### config.mk
export PLATFORM = sky130hd
export DESIGN_NAME = adder_truah_pipe
export DESIGN_NICKNAME = d
export VERILOG_FILES = /design/src/rtl/adder_truah_pipe.sv
export SDC_FILE = /design/constraint.sdc
export NUM_CORES = 1
export LEC_CHECK = 0
export CELL_PAD_IN_SITES_DETAIL_PLACEMENT = 1
export CELL_PAD_IN_SITES_GLOBAL_PLACEMENT = 1
export CORE_ASPECT_RATIO = 0.5
export CORE_MARGIN = 5
export CORE_UTILIZATION = 40
export DETAILED_ROUTE_END_ITERATION = 8
export PLACE_DENSITY = 0.71
export SYNTH_ARGS = -nofsm -noshare
export SYNTH_HDL_FRONTEND = slang
export SYNTH_SLANG_ARGS = --single-unit
### constraint.sdc
create_clock -name clk -period 11.3 [get_ports clk]
set_clock_uncertainty 0.05 [all_clocks]
set_input_delay 3.39 -clock clk [delete_from_list [all_inputs] [get_ports clk]]
set_output_delay 3.39 -clock clk [all_outputs]
set_load 0.01 [all_outputs]
### src/rtl/adder_truah_pipe.sv
// Two-stage multi-lane approximate signed adder/accumulator. Each lane forces the
// low k LSBs of A to 1 and of B to 0 before adding; the result saturates or wraps.
module adder_truah_pipe #(
  parameter int LANES      = 4,
  parameter int WIDTH_A    = 16,
  parameter int WIDTH_B    = 16,
  parameter int MAX_IGNORE = 8,
  parameter int SATURATE   = 1,
  localparam int BITS      = (WIDTH_A > WIDTH_B) ? WIDTH_A : WIDTH_B,
  localparam int IW        = $clog2(MAX_IGNORE + 1)
) (
  input  logic                    clk,
  input  logic                    rst,
  input  logic                    in_valid,
  output logic                    in_ready,
  input  logic [LANES*WIDTH_A-1:0] A,
  input  logic [LANES*WIDTH_B-1:0] B,
  input  logic [IW-1:0]           ignore_bits,
  input  logic                    mode,
  input  logic                    acc_clr,
  output logic                    out_valid,
  input  logic                    out_ready,
  output logic [LANES*BITS-1:0]   OUT,
  output logic [LANES-1:0]        ovf
);

  // Handshake: a beat moves when valid & ready are both high on a rising edge.
  // in_ready is combinational from out_ready; OUT/ovf/out_valid stay frozen while
  // out_valid = 1 and out_ready = 0.

  localparam logic [IW-1:0] MAX_K = IW'(MAX_IGNORE);
  localparam logic signed [BITS+1:0] SMAX = {3'b000, {(BITS-1){1'b1}}};
  localparam logic signed [BITS+1:0] SMIN = {3'b111, {(BITS-1){1'b0}}};
  localparam logic [BITS-1:0] SAT_HI = {1'b0, {(BITS-1){1'b1}}};
  localparam logic [BITS-1:0] SAT_LO = {1'b1, {(BITS-1){1'b0}}};

  logic v1, v2;
  logic adv1, adv2;
  logic mode1, clr1;
  logic signed [BITS-1:0] a1    [LANES];
  logic signed [BITS-1:0] b1    [LANES];
  logic signed [BITS-1:0] out_r [LANES];
  logic signed [BITS-1:0] acc   [LANES];
  logic [LANES-1:0]       ovf_r;

  assign adv2      = !v2 || out_ready;
  assign adv1      = !v1 || adv2;
  assign in_ready  = adv1 && !rst;
  assign out_valid = v2;
  assign ovf       = ovf_r;

  // Stage-1 operand preparation
  logic [IW-1:0]          k;
  logic [BITS-1:0]        mask;
  logic signed [BITS-1:0] a_n [LANES];
  logic signed [BITS-1:0] b_n [LANES];

  always_comb begin
    k    = (ignore_bits > MAX_K) ? MAX_K : ignore_bits;
    mask = ~({BITS{1'b1}} << k);
    a_n  = '{default: '0};
    b_n  = '{default: '0};
    for (int i = 0; i < LANES; i++) begin
      a_n[i] = BITS'($signed(A[i*WIDTH_A +: WIDTH_A])) | mask;
      b_n[i] = BITS'($signed(B[i*WIDTH_B +: WIDTH_B])) & ~mask;
    end
  end

  // Stage-2 sum at BITS+2 so the range check never itself overflows
  logic signed [BITS-1:0] base;
  logic signed [BITS+1:0] s     [LANES];
  logic signed [BITS-1:0] res_n [LANES];
  logic [LANES-1:0]       ovf_n;

  always_comb begin
    base  = '0;
    s     = '{default: '0};
    res_n = '{default: '0};
    ovf_n = '0;
    for (int i = 0; i < LANES; i++) begin
      base     = (mode1 && !clr1) ? acc[i] : '0;
      s[i]     = (BITS+2)'(a1[i]) + (BITS+2)'(b1[i]) + (BITS+2)'(base);
      ovf_n[i] = (s[i] > SMAX) || (s[i] < SMIN);
      if ((SATURATE != 0) && ovf_n[i])
        res_n[i] = s[i][BITS+1] ? SAT_LO : SAT_HI;
      else
        res_n[i] = s[i][BITS-1:0];
    end
  end

  always_ff @(posedge clk) begin
    if (rst) begin
      v1    <= 1'b0;
      v2    <= 1'b0;
      mode1 <= 1'b0;
      clr1  <= 1'b0;
      ovf_r <= '0;
      for (int i = 0; i < LANES; i++) begin
        a1[i]    <= '0;
        b1[i]    <= '0;
        out_r[i] <= '0;
        acc[i]   <= '0;
      end
    end else begin
      if (adv1) begin
        v1 <= in_valid;
        if (in_valid) begin
          mode1 <= mode;
          clr1  <= acc_clr;
          for (int i = 0; i < LANES; i++) begin
            a1[i] <= a_n[i];
            b1[i] <= b_n[i];
          end
        end
      end
      // The accumulator loads only when a beat actually enters stage 2, so a
      // stalled output can never update it twice.
      if (adv2) begin
        v2 <= v1;
        if (v1) begin
          ovf_r <= ovf_n;
          for (int i = 0; i < LANES; i++) begin
            out_r[i] <= res_n[i];
            if (mode1) acc[i] <= res_n[i];
          end
        end
      end
    end
  end

  for (genvar g = 0; g < LANES; g++) begin : g_out
    assign OUT[g*BITS +: BITS] = out_r[g];
  end

endmodule

==> impl_metrics.env <==
export IMPL_yosys_top_cells_area="edfxtp_1 (52%), fa_1 (9.3%), ha_1 (5.4%)"
export IMPL_antenna_found_initial=0
export IMPL_grt_overflow_total=0
export IMPL_critPathBufInv=2
export IMPL_syn_area_um2=14700
export IMPL_p_sw_w=0.000751
export IMPL_vias_per_cell=5.36
export IMPL_die_w_um=281
export IMPL_fin_crit_sh_pct=73.4
export IMPL_fmax_mhz=121
export IMPL_grt_usage_pct=20.1
export IMPL_cp_end_kind="output port"
export IMPL_die_h_um=146
export IMPL_p_comb_share_pct=21.8
export IMPL_p_int_w=0.00188
export IMPL_reg2reg_depth=16
export IMPL_crit_path_cell_trace="clkdlybuf4s50_1 > a21oi_4 > clkdlybuf4s50_1"
export IMPL_relSlewSlack_pct=22.2
export IMPL_final_cell_area_um2=18100
export IMPL_drv_slew=0
export IMPL_ys_seq_area_share_pct=53.4
export IMPL_worstPathRequired_ns=7.86
export IMPL_cts_clk_slew_worst_paths_ns=0.06
export IMPL_reg2reg_slack_ns=5.60
export IMPL_swShare_pct=28.5
export IMPL_critical_path_max_fanout=12
export IMPL_ys_types=61
export IMPL_period_minus_slack_ns=8.29
export IMPL_grt_pass1_vias=11300
export IMPL_io_buffers=207
export IMPL_ys_top_cells_by_count="edfxtp_1 (256), nor2_1 (137), o21ai_0 (95)"
export IMPL_place_hpwl_um=31500
export IMPL_rows=49
export IMPL_drv_cap=0
export IMPL_startpoint_type="primary input"
export IMPL_htree_num_levels=1
export IMPL_cts_resized=0
export IMPL_worst_pin_slew_ns=1.15
export IMPL_ir_drop_uv=91.4
export IMPL_cellPowerDensity_nw_per_um2=146
export IMPL_r2r_start="mode1"
export IMPL_dieArea_um2=40900
export IMPL_drc_errors=0
export IMPL_area_delta_synth_final_pct=22.8
export IMPL_synth_nets=1507
export IMPL_hold_start="ovf[3]"
export IMPL_path_class="in2out"
export IMPL_gp_congestion=0.872
export IMPL_crit_family="buffers and inverters"
export IMPL_hold_depth=2
export IMPL_min_to="ovf[3]"
export IMPL_wl_um=41900
export IMPL_grt_pass1_wl_um=64900
export IMPL_yosysMostFrequentCell="edfxtp_1"
export IMPL_antennaDiodeCount=0
export IMPL_synth_edff_count=256
export IMPL_grt_max_degree=76
export IMPL_slowest_stage="clkdlybuf4s50_1"
export IMPL_cts_tree="yes"
export IMPL_insertion_delay_ns=0.55
export IMPL_yosys_area_top_type="edfxtp_1"
export IMPL_run_status="completed"
export IMPL_p_leak_nw=7.39
export IMPL_crit_top_cell="clkdlybuf4s50_1"
export IMPL_core_um2=36100
export IMPL_fin_setup_tns_ns=0
export IMPL_ant_nets=0
export IMPL_syn_area_per_cell_um2=11.9
export IMPL_hold_buffers=0
export IMPL_synthArstFlopShare_pct=0
export IMPL_synth_main_ff_cell="edfxtp_1"
export IMPL_cts_root_buf="clkbuf_16"
export IMPL_cpPeakStageDelay_ns=0.66
export IMPL_nets=1702
export IMPL_wl_per_cell_um=21.6
export IMPL_path_depth=3
export IMPL_holdCritPathClass="reg2reg"
export IMPL_cts_path_max_buffers=3
export IMPL_cts_setup_buffers=0
export IMPL_dr_pass1_iters=5
export IMPL_initial_core_util_pct=40.7
export IMPL_rsz0062_at_grt="false"
export IMPL_finalHoldViolations=0
export IMPL_drtIter0Drc=710
export IMPL_synth_top_area_share_pct=52.3
export IMPL_syn_inst=1237
export IMPL_power_frac_clock_pct=32.8
export IMPL_cp_arrival_ns=4.85
export IMPL_finalSetupViolations=0
export IMPL_seq_power_share_pct=45.4
export IMPL_ys_ff_latch=264
export IMPL_io_pins=208
export IMPL_place_area_um2=17200
export IMPL_vias=10400
export IMPL_ys_warnings_count=0
export IMPL_cts_buffers=27
export IMPL_cts_sinks=264
export IMPL_layout_drive_gt1_share_pct=4.69
export IMPL_reg2reg_to="out_r[0][13]"
final cells by class:
type / instances / area [um^2]
Fill cell: 3781 / 18100
Sequential cell: 264 / 7850
Multi-Input combinational cell: 880 / 6500
Timing Repair Buffer: 214 / 2120
Clock buffer: 34 / 702
Tap cell: 484 / 606
Inverter: 45 / 171
Clock inverter: 13 / 115
cell families (layout without fill, tap and decap cells):
| logic type | after synthesis | after routing | share of synthesized area [%] |
|---|---|---|---|
| AOI/OAI and AO/OA | 269 | 269 | 11.4 |
| xor gates and xnor gates | 52 | 52 | 3.10 |
| adders and majority gates | 132 | 132 | 14.7 |
| buffers and inverters | 93 | 306 | 2.62 |
| DFF | 264 | 264 | 53.4 |
| muxes | 2 | 2 | 0.136 |
| and+or+nand+nor | 425 | 425 | 14.7 |
registers in the layout (all words and copies together), names as in the netlist:
signal	cells
b1	64
a1	64
acc	64
clr1	1
out_r	64
ovf	4
out_valid	1
v1	1
mode1	1
per-layer routing:
metal | part of all wire (%) | GRT usage [%] | up-vias
met4 | 2.5 | 4.45 | 0
met2 | 50 | 35.4 | 196
met5 | 0 | 0 | -
met3 | 4.0 | 2.79 | 58
li1 | - | - | 4865
met1 | 43 | 26.5 | 5238
worst reg2reg max path: stages (launching register included):
cell       delay (ns)
dfxtp_1          0.45
inv_1            0.19
nor2_4           0.50
buf_4            0.50
nand2_1          0.15
fa_1             0.49
inv_1            0.05
ha_1             0.22
fa_1             0.44
a211oi_1         0.30
a2bb2oi_1        0.35
o2bb2ai_1        0.25
o21ai_0          0.23
o221ai_1         0.42
o21ai_1          0.16
nand2_1          0.42
o21ai_0          0.24
through the flow:
| stage | util (%) | cells | hold WS [ns] | setup slack, ns | total power (W) |
|---|---|---|---|---|---|
| floorplan | - | 1237 | 0.400 | 3.90 | 0.00156 |
| global placement | 47.7 | 1887 | 0.432 | 3.04 | 0.00177 |
| detailed placement | 47.7 | 1887 | 0.452 | 3.00 | 0.00179 |
| CTS | 50.0 | 1934 | 0.463 | 3.00 | 0.00266 |
| global route | 50.0 | 1934 | 0.497 | 2.96 | 0.00276 |
| finish | 50.0 | 1934 | 0.465 | 3.01 | 0.00264 |
how the worst max path moves through the flow:
stage | from | to | slack [ns]
final | rst | in_ready | 3.01
after floorplan | out_ready | in_ready | 3.90
after CTS | rst | in_ready | 3.00
after detailed placement | rst | in_ready | 3.00
after global placement | rst | in_ready | 3.04
after global routing | out_ready | in_ready | 2.96
cell usage in the layout, fill, tap and decap left out, types with 8 or more instances in the layout:
| cell | Yosys | final |
|---|---|---|
| inv_1 | 45 | 44 |
| ha_1 | 64 | 64 |
| nand2_1 | 55 | 55 |
| a211oi_1 | 9 | 9 |
| dfxtp_1 | 8 | 8 |
| nor2b_1 | 8 | 8 |
| nor3_1 | 11 | 11 |
| nand2b_1 | 12 | 11 |
| nand3_1 | 15 | 15 |
| o21bai_1 | 9 | 9 |
| o21a_1 | 8 | 8 |
| and2_1 | 67 | 67 |
| xor2_1 | 27 | 27 |
| clkdlybuf4s50_1 | 0 | 206 |
| a21oi_1 | 58 | 57 |
| xnor2_1 | 25 | 25 |
| o21ai_1 | 28 | 28 |
| o21ai_0 | 95 | 95 |
| fa_1 | 68 | 68 |
| nor2_1 | 137 | 136 |
| a21o_1 | 14 | 13 |
| clkbuf_16 | 0 | 27 |
| edfxtp_1 | 256 | 256 |
| and3_1 | 89 | 89 |
power by group through the flow:
stage | Clock [W] | Combinational, W | Sequential, W
floorplan | 0 | 0.000337 | 0.00122
global placement | 0 | 0.000554 | 0.00122
detailed placement | 0 | 0.000573 | 0.00122
CTS | 0.000884 | 0.000578 | 0.00120
global route | 0.000928 | 0.000632 | 0.00120
finish | 0.000864 | 0.000575 | 0.00120
No activity file was read; power rests on OpenSTA's default activity.
